<file path="src/rtl/sm3_pkg.sv">
// Shared SM3 definitions for the permutation datapath.
// - sm3_mode_e : per-beat permutation select (P0 for the compression path, P1 for expansion)
// - SM3_P*_ROT_* : rotation amounts of the two linear permutations
// - rol : left-circular rotate of a word of width w (w <= SM3_MAX_W), amount taken modulo w
package sm3_pkg;

   typedef enum logic {
      SM3_P0 = 1'b0,
      SM3_P1 = 1'b1
   } sm3_mode_e;

   localparam int unsigned SM3_P0_ROT_A = 9;
   localparam int unsigned SM3_P0_ROT_B = 17;
   localparam int unsigned SM3_P1_ROT_A = 15;
   localparam int unsigned SM3_P1_ROT_B = 23;

   // Widest word rol can handle; narrower words ride in the low bits.
   localparam int unsigned SM3_MAX_W = 64;
   localparam int unsigned SM3_IDX_W = 6;

   typedef logic [SM3_MAX_W-1:0] sm3_word_t;

   // Bit i of the result comes from bit (i - n) mod w; bits at or above w are zero.
   function automatic sm3_word_t rol(input sm3_word_t x, input int unsigned n,
                                     input int unsigned w);
      sm3_word_t   r;
      int unsigned s;
      r = '0;
      s = n % w;
      for (int unsigned i = 0; i < SM3_MAX_W; i++) begin
         if (i < w) begin
            r[SM3_IDX_W'(i)] = x[SM3_IDX_W'((i + w - s) % w)];
         end
      end
      return r;
   endfunction

endpackage

</file>
<file path="src/rtl/sm3_perm_pipe_if.sv">
// Stream interface of the SM3 permutation pipe.
// - in_*  : producer side (valid/ready, mode, LANES*WORD_W data, tag)
// - out_* : consumer side (valid/ready, data, tag)
// - beat_cnt : completed output transfers
// Modports: master = producer/consumer environment, slave = the pipe.
interface sm3_perm_pipe_if
   import sm3_pkg::*;
#(
   parameter int unsigned WORD_W = 32,
   parameter int unsigned LANES  = 1,
   parameter int unsigned TAG_W  = 4,
   parameter int unsigned CNT_W  = 16
);

   logic                      in_valid;
   logic                      in_ready;
   sm3_mode_e                 in_mode;
   logic [LANES*WORD_W-1:0]   in_data;
   logic [TAG_W-1:0]          in_tag;
   logic                      out_valid;
   logic                      out_ready;
   logic [LANES*WORD_W-1:0]   out_data;
   logic [TAG_W-1:0]          out_tag;
   logic [CNT_W-1:0]          beat_cnt;

   modport master (
      output in_valid, in_mode, in_data, in_tag, out_ready,
      input  in_ready, out_valid, out_data, out_tag, beat_cnt
   );

   modport slave (
      input  in_valid, in_mode, in_data, in_tag, out_ready,
      output in_ready, out_valid, out_data, out_tag, beat_cnt
   );

endinterface

</file>
<file path="src/rtl/sm3_perm_lane.sv">
// One lane of the SM3 linear permutation, purely combinational.
// - x, mode : input word and permutation select
// - t, u    : first-stage terms, t = x ^ rol(x,A), u = rol(x,B)
// - t_s, u_s: the same terms after the pipe has (optionally) registered them
// - y       : final result t_s ^ u_s
module sm3_perm_lane
   import sm3_pkg::*;
#(
   parameter int unsigned WORD_W = 32
) (
   input  logic [WORD_W-1:0] x,
   input  sm3_mode_e         mode,
   output logic [WORD_W-1:0] t,
   output logic [WORD_W-1:0] u,
   input  logic [WORD_W-1:0] t_s,
   input  logic [WORD_W-1:0] u_s,
   output logic [WORD_W-1:0] y
);

   if (WORD_W == 0 || WORD_W > SM3_MAX_W) begin : g_bad_width
      $error("sm3_perm_lane: WORD_W out of range");
   end

   sm3_word_t x_w;

   // Constant rotations on both paths then a 2:1 mux: pure wiring plus XOR.
   always_comb begin
      x_w = sm3_word_t'(x);
      if (mode == SM3_P1) begin
         t = x ^ WORD_W'(rol(x_w, SM3_P1_ROT_A, WORD_W));
         u = WORD_W'(rol(x_w, SM3_P1_ROT_B, WORD_W));
      end else begin
         t = x ^ WORD_W'(rol(x_w, SM3_P0_ROT_A, WORD_W));
         u = WORD_W'(rol(x_w, SM3_P0_ROT_B, WORD_W));
      end
   end

   assign y = t_s ^ u_s;

endmodule

</file>
<file path="src/rtl/sm3_perm_pipe.sv">
// Pipelined multi-lane SM3 permutation: out = x ^ rol(x,A) ^ rol(x,B) per lane.
// - clk, rst : rising-edge clock, synchronous active-high reset
// - bus      : sm3_perm_pipe_if slave (in_* stream, out_* stream, beat_cnt)
// STAGES = 2 registers (t,u) then t^u; STAGES = 1 registers the full result.
// Each stage is ready when empty or when the stage after it drains, so in_ready
// is combinational from out_ready and bubbles collapse.
module sm3_perm_pipe
   import sm3_pkg::*;
#(
   parameter int unsigned WORD_W = 32,
   parameter int unsigned LANES  = 1,
   parameter int unsigned STAGES = 2,
   parameter int unsigned TAG_W  = 4,
   parameter int unsigned CNT_W  = 16
) (
   input logic            clk,
   input logic            rst,
   sm3_perm_pipe_if.slave bus
);

   localparam int unsigned DATA_W = LANES * WORD_W;

   logic [DATA_W-1:0] t_c, u_c, t_s, u_s, y_c;
   logic              mid_valid;
   logic [TAG_W-1:0]  mid_tag;

   logic              out_valid_q;
   logic [DATA_W-1:0] out_data_q;
   logic [TAG_W-1:0]  out_tag_q;
   logic [CNT_W-1:0]  cnt_q;
   logic              out_stage_ready;

   assign out_stage_ready = ~out_valid_q | bus.out_ready;

   for (genvar i = 0; i < LANES; i++) begin : g_lane
      sm3_perm_lane #(
         .WORD_W (WORD_W)
      ) u_lane (
         .x    (bus.in_data[i*WORD_W +: WORD_W]),
         .mode (bus.in_mode),
         .t    (t_c[i*WORD_W +: WORD_W]),
         .u    (u_c[i*WORD_W +: WORD_W]),
         .t_s  (t_s[i*WORD_W +: WORD_W]),
         .u_s  (u_s[i*WORD_W +: WORD_W]),
         .y    (y_c[i*WORD_W +: WORD_W])
      );
   end

   if (STAGES == 2) begin : g_two
      logic              s1_valid_q;
      logic [DATA_W-1:0] s1_t_q, s1_u_q;
      logic [TAG_W-1:0]  s1_tag_q;
      logic              s1_ready;

      assign s1_ready     = ~s1_valid_q | out_stage_ready;
      assign bus.in_ready = s1_ready;

      // Mode is folded into t/u here, so it need not travel further.
      always_ff @(posedge clk) begin
         if (rst) begin
            s1_valid_q <= 1'b0;
            s1_t_q     <= '0;
            s1_u_q     <= '0;
            s1_tag_q   <= '0;
         end else if (s1_ready) begin
            s1_valid_q <= bus.in_valid;
            if (bus.in_valid) begin
               s1_t_q   <= t_c;
               s1_u_q   <= u_c;
               s1_tag_q <= bus.in_tag;
            end
         end
      end

      assign t_s       = s1_t_q;
      assign u_s       = s1_u_q;
      assign mid_valid = s1_valid_q;
      assign mid_tag   = s1_tag_q;
   end else if (STAGES == 1) begin : g_one
      assign bus.in_ready = out_stage_ready;
      assign t_s          = t_c;
      assign u_s          = u_c;
      assign mid_valid    = bus.in_valid;
      assign mid_tag      = bus.in_tag;
   end else begin : g_bad_stages
      $error("sm3_perm_pipe: STAGES must be 1 or 2");
   end

   // Output stage: the only source of out_*, so no in_* to out_* combinational path.
   always_ff @(posedge clk) begin
      if (rst) begin
         out_valid_q <= 1'b0;
         out_data_q  <= '0;
         out_tag_q   <= '0;
      end else if (out_stage_ready) begin
         out_valid_q <= mid_valid;
         if (mid_valid) begin
            out_data_q <= y_c;
            out_tag_q  <= mid_tag;
         end
      end
   end

   always_ff @(posedge clk) begin
      if (rst) begin
         cnt_q <= '0;
      end else if (out_valid_q && bus.out_ready) begin
         cnt_q <= cnt_q + CNT_W'(1);
      end
   end

   assign bus.out_valid = out_valid_q;
   assign bus.out_data  = out_data_q;
   assign bus.out_tag   = out_tag_q;
   assign bus.beat_cnt  = cnt_q;

endmodule

</file>
<file path="src/flat_wrapper.sv">
// flat-port wrapper written by rule: the top's interface ports become plain ports
module sm3_perm_pipe_flat import sm3_pkg::*;
#(
   parameter int unsigned WORD_W = 32,
   parameter int unsigned LANES  = 1,
   parameter int unsigned STAGES = 2,
   parameter int unsigned TAG_W  = 4,
   parameter int unsigned CNT_W  = 16
)
  (clk, rst, bus_in_valid, bus_in_mode, bus_in_data, bus_in_tag, bus_out_ready, bus_in_ready, bus_out_valid, bus_out_data, bus_out_tag, bus_beat_cnt);
  sm3_perm_pipe_if #(.WORD_W(WORD_W), .LANES(LANES), .TAG_W(TAG_W), .CNT_W(CNT_W)) bus_i ();
  input logic clk;
  input logic rst;
  input wire logic [$bits(bus_i.in_valid)-1:0] bus_in_valid;
  input wire logic [$bits(bus_i.in_mode)-1:0] bus_in_mode;
  input wire logic [$bits(bus_i.in_data)-1:0] bus_in_data;
  input wire logic [$bits(bus_i.in_tag)-1:0] bus_in_tag;
  input wire logic [$bits(bus_i.out_ready)-1:0] bus_out_ready;
  output wire logic [$bits(bus_i.in_ready)-1:0] bus_in_ready;
  output wire logic [$bits(bus_i.out_valid)-1:0] bus_out_valid;
  output wire logic [$bits(bus_i.out_data)-1:0] bus_out_data;
  output wire logic [$bits(bus_i.out_tag)-1:0] bus_out_tag;
  output wire logic [$bits(bus_i.beat_cnt)-1:0] bus_beat_cnt;
  assign bus_i.in_valid = bus_in_valid;
  assign bus_i.in_mode = bus_in_mode;
  assign bus_i.in_data = bus_in_data;
  assign bus_i.in_tag = bus_in_tag;
  assign bus_i.out_ready = bus_out_ready;
  assign bus_in_ready = bus_i.in_ready;
  assign bus_out_valid = bus_i.out_valid;
  assign bus_out_data = bus_i.out_data;
  assign bus_out_tag = bus_i.out_tag;
  assign bus_beat_cnt = bus_i.beat_cnt;
  sm3_perm_pipe #(.WORD_W(WORD_W), .LANES(LANES), .STAGES(STAGES), .TAG_W(TAG_W), .CNT_W(CNT_W)) u_core (.clk(clk), .rst(rst), .bus(bus_i));
endmodule
</file>
<file path="config.mk">
export PLATFORM = sky130hd
export DESIGN_NAME = sm3_perm_pipe_flat
export DESIGN_NICKNAME = d
export VERILOG_FILES = /design/src/rtl/sm3_pkg.sv /design/src/rtl/sm3_perm_pipe_if.sv /design/src/rtl/sm3_perm_lane.sv /design/src/rtl/sm3_perm_pipe.sv /design/src/flat_wrapper.sv
export SDC_FILE = /design/constraint.sdc
export NUM_CORES = 1
export LEC_CHECK = 0
export CORE_MARGIN = 5
export CORE_UTILIZATION = 29
export DETAILED_ROUTE_END_ITERATION = 10
export SYNTH_ARGS = -nofsm -noshare
export SYNTH_HDL_FRONTEND = slang
export SYNTH_HIERARCHICAL = 1
export SYNTH_SLANG_ARGS = --single-unit
</file>
<file path="constraint.sdc">
create_clock -name clk -period 1.9 [get_ports clk]
set_input_delay 0.285 -clock clk [delete_from_list [all_inputs] [get_ports clk]]
set_output_delay 0.285 -clock clk [all_outputs]
set_load 0.1 [all_outputs]
</file>
Yosys cells after proc, flatten, opt, wreduce, memory -nomap -nowiden
Cells that the tools add are included.
{"block": "classes", "n_addsub": 1, "muxes": 66, "n_bitwise": 7, "n_reduce_logical": 3}
{"operator": "$xor A32 B32 Y32", "count": 3}
{"operator": "$mux W1", "count": 64}
{"operator": "$mux W32", "count": 2}
{"operator": "$add A16 B1 Y16 const B", "count": 1}
{"operator": "$reduce_and A2 Y1", "count": 2}
{"operator": "$not A1 Y1", "count": 2}
{"operator": "$or A1 B1 Y1", "count": 2}
{"operator": "$logic_and A1 B1 Y1", "count": 1}
{"block": "totals", "reg_bits": 122, "in_bits": 41, "output_inout_bits": 54, "word_cells": 85}

Logic depth before layout (Yosys ltp)
Gate-level depths: netlist of the first run.
{"block": "depth", "word_depth": 4, "depth_mapped": 6, "mapped_depth_nobuf": 5}

Hierarchy
Netlist of the first run, hierarchy kept.
{"mod": "sm3_perm_pipe", "instances": 1, "cells_each": 548, "area_each_um2": 4449.3, "seq_area_each_um2": 2442.3}
{"mod": "sm3_perm_lane", "instances": 1, "cells_each": 100, "area_each_um2": 1078.5, "seq_area_each_um2": 0.0}

Worst setup path before layout of the first run
No wires, ideal clock.
{"block": "synth_path", "path_type": "register -> register", "from": "register u_core.out_valid_q (netlist: u_core/bus.out_valid)", "to": "register u_core.g_two.s1_u_q[29]", "setup_ps": 70, "t_arrival_ps": 2896, "t_required_ps": 1830, "setup_slack_ps": -1066, "path_stages_with_launch": 7, "path_buffers": 2, "synth_period_minus_slack_ps": 2966, "cell_sequence": "dfxtp_1 nand3b_1 nand2_2 buf_6 buf_6 nand2_1 a21oi_1"}
{"block": "synth_between", "elab_chain_len": 4}
{"item": "from (decl)", "line_no": "sm3_perm_pipe.sv:27", "text": "logic out_valid_q;"}
{"item": "from (signal assigned)", "line_no": "sm3_perm_pipe.sv:96", "text": "out_valid_q <= mid_valid;"}
{"item": "$not A1 Y1", "line_no": "sm3_perm_pipe.sv:33", "text": "assign out_stage_ready = ~out_valid_q | bus.out_ready;"}
{"item": "$or A1 B1 Y1", "line_no": "sm3_perm_pipe.sv:33"}
{"item": "$or A1 B1 Y1", "line_no": "sm3_perm_pipe.sv:55", "text": "assign s1_ready = ~s1_valid_q | out_stage_ready;"}
{"item": "named net bus_in_ready", "line_no": "flat_wrapper.sv:19", "text": "output wire logic [$bits(bus_i.in_ready)-1:0] bus_in_ready;"}
{"item": "$reduce_and A2 Y1 (no source line)"}
{"item": "to (signal assigned)", "line_no": "sm3_perm_pipe.sv:69", "text": "s1_u_q <= u_c;"}
{"item": "to (decl)", "line_no": "sm3_perm_pipe.sv:51", "text": "logic [DATA_W-1:0] s1_t_q, s1_u_q;"}
The timed path passes the listed nets, and every way through them passes these cells.
A chain may end at the register's enable or synchronous reset.

Worst setup path after layout of the first run
{"block": "layout_path", "from": "input port bus_out_ready", "to": "output port bus_in_ready"}
{"block": "layout_between", "elab_chain_len": 2}
{"item": "from (decl)", "line_no": "flat_wrapper.sv:18", "text": "input wire logic [$bits(bus_i.out_ready)-1:0] bus_out_ready;"}
{"item": "$or A1 B1 Y1", "line_no": "sm3_perm_pipe.sv:33"}
{"item": "$or A1 B1 Y1", "line_no": "sm3_perm_pipe.sv:55"}
{"item": "to (decl)", "line_no": "flat_wrapper.sv:19"}
Every way passes these cells.

==> flow_summary.ini, run 1 <==
[status]
outcome = complete, no violations

[timing]
fin_setup_tns_ns = 0
period_minus_slack_ns = 1.64
finalSetupViolCount = 0
timing.final.crit_share = 0.864
skew_ns = 0.0108
slew_viol_final = 0
relSlewSlack = 0.722
finalHoldViolations = 0
fin_hold_ws_ns = 0.287
fmax_ghz = 0.609
tightest_slew_ns = 0.417
rsz0062_at_grt = false

[global_route]
grt-ovfl-total = 0
antenna_found_initial = 0
grt_usage = 0.132
grt_pass1_vias = 4395
grt_pass1_wl_um = 23100
grt_max_degree = 74

[clock_network]
cts-htree-levels = 4
post_cts_resized = 0
root_buffer = clkbuf_16
clock-sinks = 122
cts_setup_buffers = 0
ctsHoldBuffers = 0
tritoncts = done
cts_buffer_depth = 2
numCtsBuffers = 17
worst_skew_pair.late_latency_ns = 0.41
clk_pin_slew_ns = 0.06

[synth]
ys.flop_type = dfxtp_1
synth_top_area_share = 0.442
synthTopCellsByArea = dfxtp_1 (44%), nand2_1 (14%), xor2_1 (11%)
syn_area_per_cell_um2 = 8.53
syn_area_mm2 = 0.00553
ys_types = 31
yosysSeqAreaShare = 0.442
yosys.area.top_type = dfxtp_1
syn_nets = 690
ys_async_sr_fraction = 0
ys_warn_count = 6
synth_commonest_cells = nand2_1 (212), dfxtp_1 (122), a21oi_1 (109)
syn_inst = 648
synth-edff-count = 0
synth-seq-cells = 122
synth_most_common_cell = nand2_1

[route]
finalWirelength_um = 14300
routed_via_density = 4.60
vias = 4517
initialDrtViolationCount = 186
dr_wl_met2_um = 6340
wl_per_cell_um = 14.6
drc = 0
detail_route.first_pass.iterations = 4
route.top_layer_used = met4
wl_met3_um = 583
wl_met1_um = 7110
ant_nets = 0

[power_and_ir_drop]
ir_drop_mv = 0.695
p_leak_nw = 3.02
p_total_w = 0.00690
power.density_mw_per_mm2 = 961

[worst_setup_path]
cp-start-kind = primary input
rrSetupSlack_ns = 0.31
cp_max_fo = 4
worstPathCellList = clkdlybuf4s50_1 -> nand3b_1 -> buf_4 -> buf_12
critPathCaptureType = output pin
worst_ep_required_time_ns = 1.62
critical_path_class = primary input to output pin
arrival_ns = 1.36
cp_slowest_cell = clkdlybuf4s50_1
cpPeakStageDelay_ns = 0.50

[die]
ioPinCount = 95
die_h_um = 148
start_util = 0.295
die_w_um = 148
dieArea_mm2 = 0.0219
core_area_mm2 = 0.0188
num_rows = 50

[placed_design]
hpwlAfterDp_um = 10300
globalplace.congestion = 0.823
numPortBuffers = 94

[run]
cap_violations = 0

[final_layout]
fin_nets = 778
antenna_cells = 0
final_core_util = 0.383
drive_gt1_frac = 0.212
area_growth_syn_to_layout_pct = 29.9

[hold_path]
hold_class = primary input to flip-flop
==> layer usage <==
metal / vias up / global-route usage
met3: 14 / 0.0329
met1: 2119 / 0.182
li1: 2288 / -
met2: 96 / 0.200
met5: - / 0
met4: 0 / 0.0499
==> power breakdown <==
part / leakage, nW / total, W / internal (W) / switching (W)
sequential: 1.01 / 0.00279 / 0.00270 / 0.0000868
combinational: 1.75 / 0.00109 / 0.000406 / 0.000688
clock: 0.261 / 0.00302 / 0.00180 / 0.00122
total: 3.02 / 0.00690 / 0.00491 / 0.00199
==> registers in the layout, summed over array words and instances (netlist names) <==
name,count
u_core/bus.beat_cnt,16
u_core/g_two.s1_valid_q,1
u_core/bus.out_tag,4
u_core/bus.out_data,32
u_core/bus.out_valid,1
u_core/g_two.s1_u_q,32
u_core/g_two.s1_t_q,32
u_core/g_two.s1_tag_q,4
==> area by class of cell <==
class | instances | area, µm²
clock buffers | 18 | 429
clock inverters | 12 | 121
fillers | 1965 | 11600
inverters | 3 | 11.3
multi-input cells | 483 | 2810
flip-flops and latches | 122 | 2460
well taps | 234 | 293
repair buffers | 109 | 1050
==> placed cells by master, fill, tap and decap left out, types with 4 or more instances in the layout <==
| cell | n |
|---|---|
| nand2_1 | 212 |
| a21oi_1 | 109 |
| dfxtp_1 | 107 |
| xor2_1 | 68 |
| buf_4 | 59 |
| clkdlybuf4s50_1 | 38 |
| mux2_4 | 30 |
| nor2_1 | 19 |
| clkbuf_16 | 17 |
| dfxtp_2 | 14 |
| buf_12 | 11 |
| nand3_1 | 7 |
| xnor2_1 | 6 |
| clkinv_4 | 4 |
| nand4_1 | 4 |
| nor3_1 | 4 |
==> critical path, delay by kind of cell <==
kind / cells / cell delay [ns]
simple gates: 1 / 0.24
buf+inv: 3 / 0.83
==> per-stage QoR <==
stage / worst slack (ns) / instance area, µm² / cells
final: 0.259 / 7180 / 981
after global routing: 0.171 / 7180 / 981
after CTS: 0.243 / 7180 / 981
after detailed placement: 0.0580 / 6630 / 951
after global placement: 0.101 / 6630 / 951
after floorplan: -0.357 / 5550 / 648
==> path summary, 6_finish.rpt <==
| check | startpoint | to | cells after the start |
|---|---|---|---|
| hold reg to reg | u_core/bus.out_data[19] | u_core/bus.out_data[19] | 2 |
| setup reg to reg | u_core/bus.beat_cnt[5] | u_core/bus.beat_cnt[15] | 4 |
| setup / recovery | bus_out_ready | bus_in_ready | 4 |
| hold / removal | rst | u_core/bus.beat_cnt[10] | 2 |
==> kinds of logic after synthesis <==
logic type / after synthesis / share of synthesized area
AOI/OAI and AO/OA: 113 / 0.106
xor gates and xnor gates: 74 / 0.117
adders and majority gates: 1 / 0.00226
buffers and inverters: 43 / 0.0498
DFF: 122 / 0.442
muxes: 34 / 0.0896
and+or+nand+nor: 261 / 0.193
Power figures use the tool's default switching activity.
==> run 2: changes to the inputs <==
--- a/config.mk
+++ b/config.mk
@@ -5,9 +5,11 @@
 export SDC_FILE = /design/constraint.sdc
 export NUM_CORES = 1
 export LEC_CHECK = 0
+export ABC_CLOCK_PERIOD_IN_PS = 1900
 export CORE_MARGIN = 5
-export CORE_UTILIZATION = 29
+export CORE_UTILIZATION = 40
 export DETAILED_ROUTE_END_ITERATION = 10
+export SLEW_MARGIN = 20
 export SYNTH_ARGS = -nofsm -noshare
 export SYNTH_HDL_FRONTEND = slang
 export SYNTH_HIERARCHICAL = 1
==> flow_summary.ini, run 2 (synthesized netlist as in run 1, its figures left out) <==
[status]
outcome = complete, no violations

[worst_setup_path]
worstReg2RegStart = u_core/bus.beat_cnt[5]
rrSetupSlack_ns = 0.37
cp_max_fo = 4
critical_path_class = primary input to output pin
critPathCaptureType = output pin
r2r_end = u_core/bus.beat_cnt[15]
worst_ep_required_time_ns = 1.62
crit_start = bus_out_ready
arrival_ns = 1.36
rr_worst_depth = 4
cp-start-kind = primary input
worstSetupEndpoint = bus_in_ready

[hold_path]
hold_class = primary input to flip-flop

[timing]
rsz0062_at_grt = false
setup_ws_ns = 0.254
finalHoldViolations = 0
fin_hold_ws_ns = 0.221
fmax_ghz = 0.607
slew_viol_final = 0
finalSetupViolCount = 0
tightest_slew_ns = 0.483
relSlewSlack = 0.678
period_minus_slack_ns = 1.65
timing.final.crit_share = 0.867
skew_ns = 0.00567

[final_layout]
final_common_cell = nand2_1
fill_cells = 1298
antenna_cells = 0
final_cell_mix = nand2_1 (212), a21oi_1 (109), dfxtp_1 (107)
fin_nets = 776
area_growth_syn_to_layout_pct = 28.7
drive_gt1_frac = 0.209

[power_and_ir_drop]
p_leak_nw = 3.03
p_clk_frac = 0.452
combPwrFrac = 0.153
power.density_mw_per_mm2 = 992
switchingPower_w = 0.00186
swShare = 0.264
ir_drop_mv = 0.688
p_int_w = 0.00519
seqPwrFrac = 0.395

[route]
vias = 4500
drc = 0
detail_route.first_pass.iterations = 4
ant_nets = 0
routed_via_density = 4.85
wl_per_cell_um = 14.7
finalWirelength_um = 13600
initialDrtViolationCount = 307

[clock_network]
cts-htree-levels = 4
post_cts_resized = 0
worst_skew_pair.late_latency_ns = 0.41
clk_pin_slew_ns = 0.05
cts_setup_buffers = 0
tritoncts = done
root_buffer = clkbuf_16
numCtsBuffers = 17
cts_buffer_depth = 2
ctsHoldBuffers = 0
clock-sinks = 122

[global_route]
grt-ovfl-total = 0
grt_usage = 0.170
grt_max_degree = 105
grt_pass1_wl_um = 21900
grt_pass1_vias = 4388
antenna_found_initial = 0

[placed_design]
globalplace.congestion = 0.888
numPortBuffers = 94
post-place-ws_ns = 0.118
hpwlAfterDp_um = 9640

[die]
ioPinCount = 95
num_rows = 43
start_util = 0.403
dieArea_mm2 = 0.0163
core_area_mm2 = 0.0137
die_h_um = 128
die_w_um = 128

[run]
cap_violations = 0
[run 2: changes by cell type in the layout (fill, tap and decap cells not counted)]
cell and delta:
inv_6 -2, clkbuf_8 +5, clkinv_4 -4, inv_8 -1, clkbuf_1 +2, bufinv_16 +1, buf_12 -2, clkinv_2 +3
clkinvlp_4 -2
[run 2: metrics by stage]
step / instance area [µm²] / power (W) / TNS (ns) / cells / util
2_1_floorplan: 5550 / 0.00360 / -22.36 / 648 / -
3_3_place_gp: 6520 / 0.00391 / 0 / 895 / 0.475
3_5_place_dp: 6520 / 0.00392 / 0 / 895 / 0.475
4_1_cts: 7110 / 0.00713 / 0 / 927 / 0.519
5_1_grt: 7110 / 0.00734 / 0 / 927 / 0.519
6_report: 7110 / 0.00706 / 0 / 927 / 0.519
[run 2: power groups by stage]
stage | Combinational [W] | Sequential [W] | Clock (W)
2_1_floorplan | 0.000516 | 0.00308 | 0
3_3_place_gp | 0.00107 | 0.00284 | 0
3_5_place_dp | 0.00108 | 0.00284 | 0
4_1_cts | 0.00108 | 0.00279 | 0.00326
5_1_grt | 0.00116 | 0.00281 | 0.00338
6_report | 0.00108 | 0.00279 | 0.00319
[run 2: worst min-delay path by stage]
| stage | start | to | slack, ns | cells after the start |
|---|---|---|---|---|
| 6_report | rst | u_core/bus.beat_cnt[5] | 0.22 | 2 |
| 5_1_grt | rst | u_core/bus.beat_cnt[8] | 0.22 | 2 |
| 4_1_cts | rst | u_core/bus.beat_cnt[8] | 0.20 | 2 |
| 3_5_place_dp | u_core/g_two.s1_tag_q[2] | u_core/bus.out_tag[2] | 0.45 | 2 |
| 3_3_place_gp | u_core/g_two.s1_tag_q[1] | u_core/bus.out_tag[1] | 0.44 | 2 |
| 2_1_floorplan | bus_in_tag[0] | u_core/g_two.s1_tag_q[0] | 0.42 | 2 |
[run 2: routing by layer]
| metal | routed length [µm] | part of all wire | GRT usage | vias to the layer above |
|---|---|---|---|---|
| met3 | 737 | 0.054 | 0.0439 | 21 |
| li1 | - | - | - | 2281 |
| met4 | 269 | 0.020 | 0.0662 | 0 |
| met5 | 0 | 0 | 0 | - |
| met2 | 6490 | 0.48 | 0.270 | 103 |
| met1 | 6090 | 0.45 | 0.221 | 2095 |
[run 2: final cells by class]
class	count	area, µm²	area share
repair buffers	107	1010	0.142
multi-input cells	483	2810	0.395
clock buffers	25	505	0.0711
well taps	180	225	0.0317
clock inverters	7	87.6	0.0123
inverters	3	11.3	0.00158
flip-flops and latches	122	2460	0.346
[run 2: critical path: stages]
cell and delay [ns]:
clkdlybuf4s50_1 0.50, nand3b_1 0.24, buf_4 0.17, buf_12 0.16
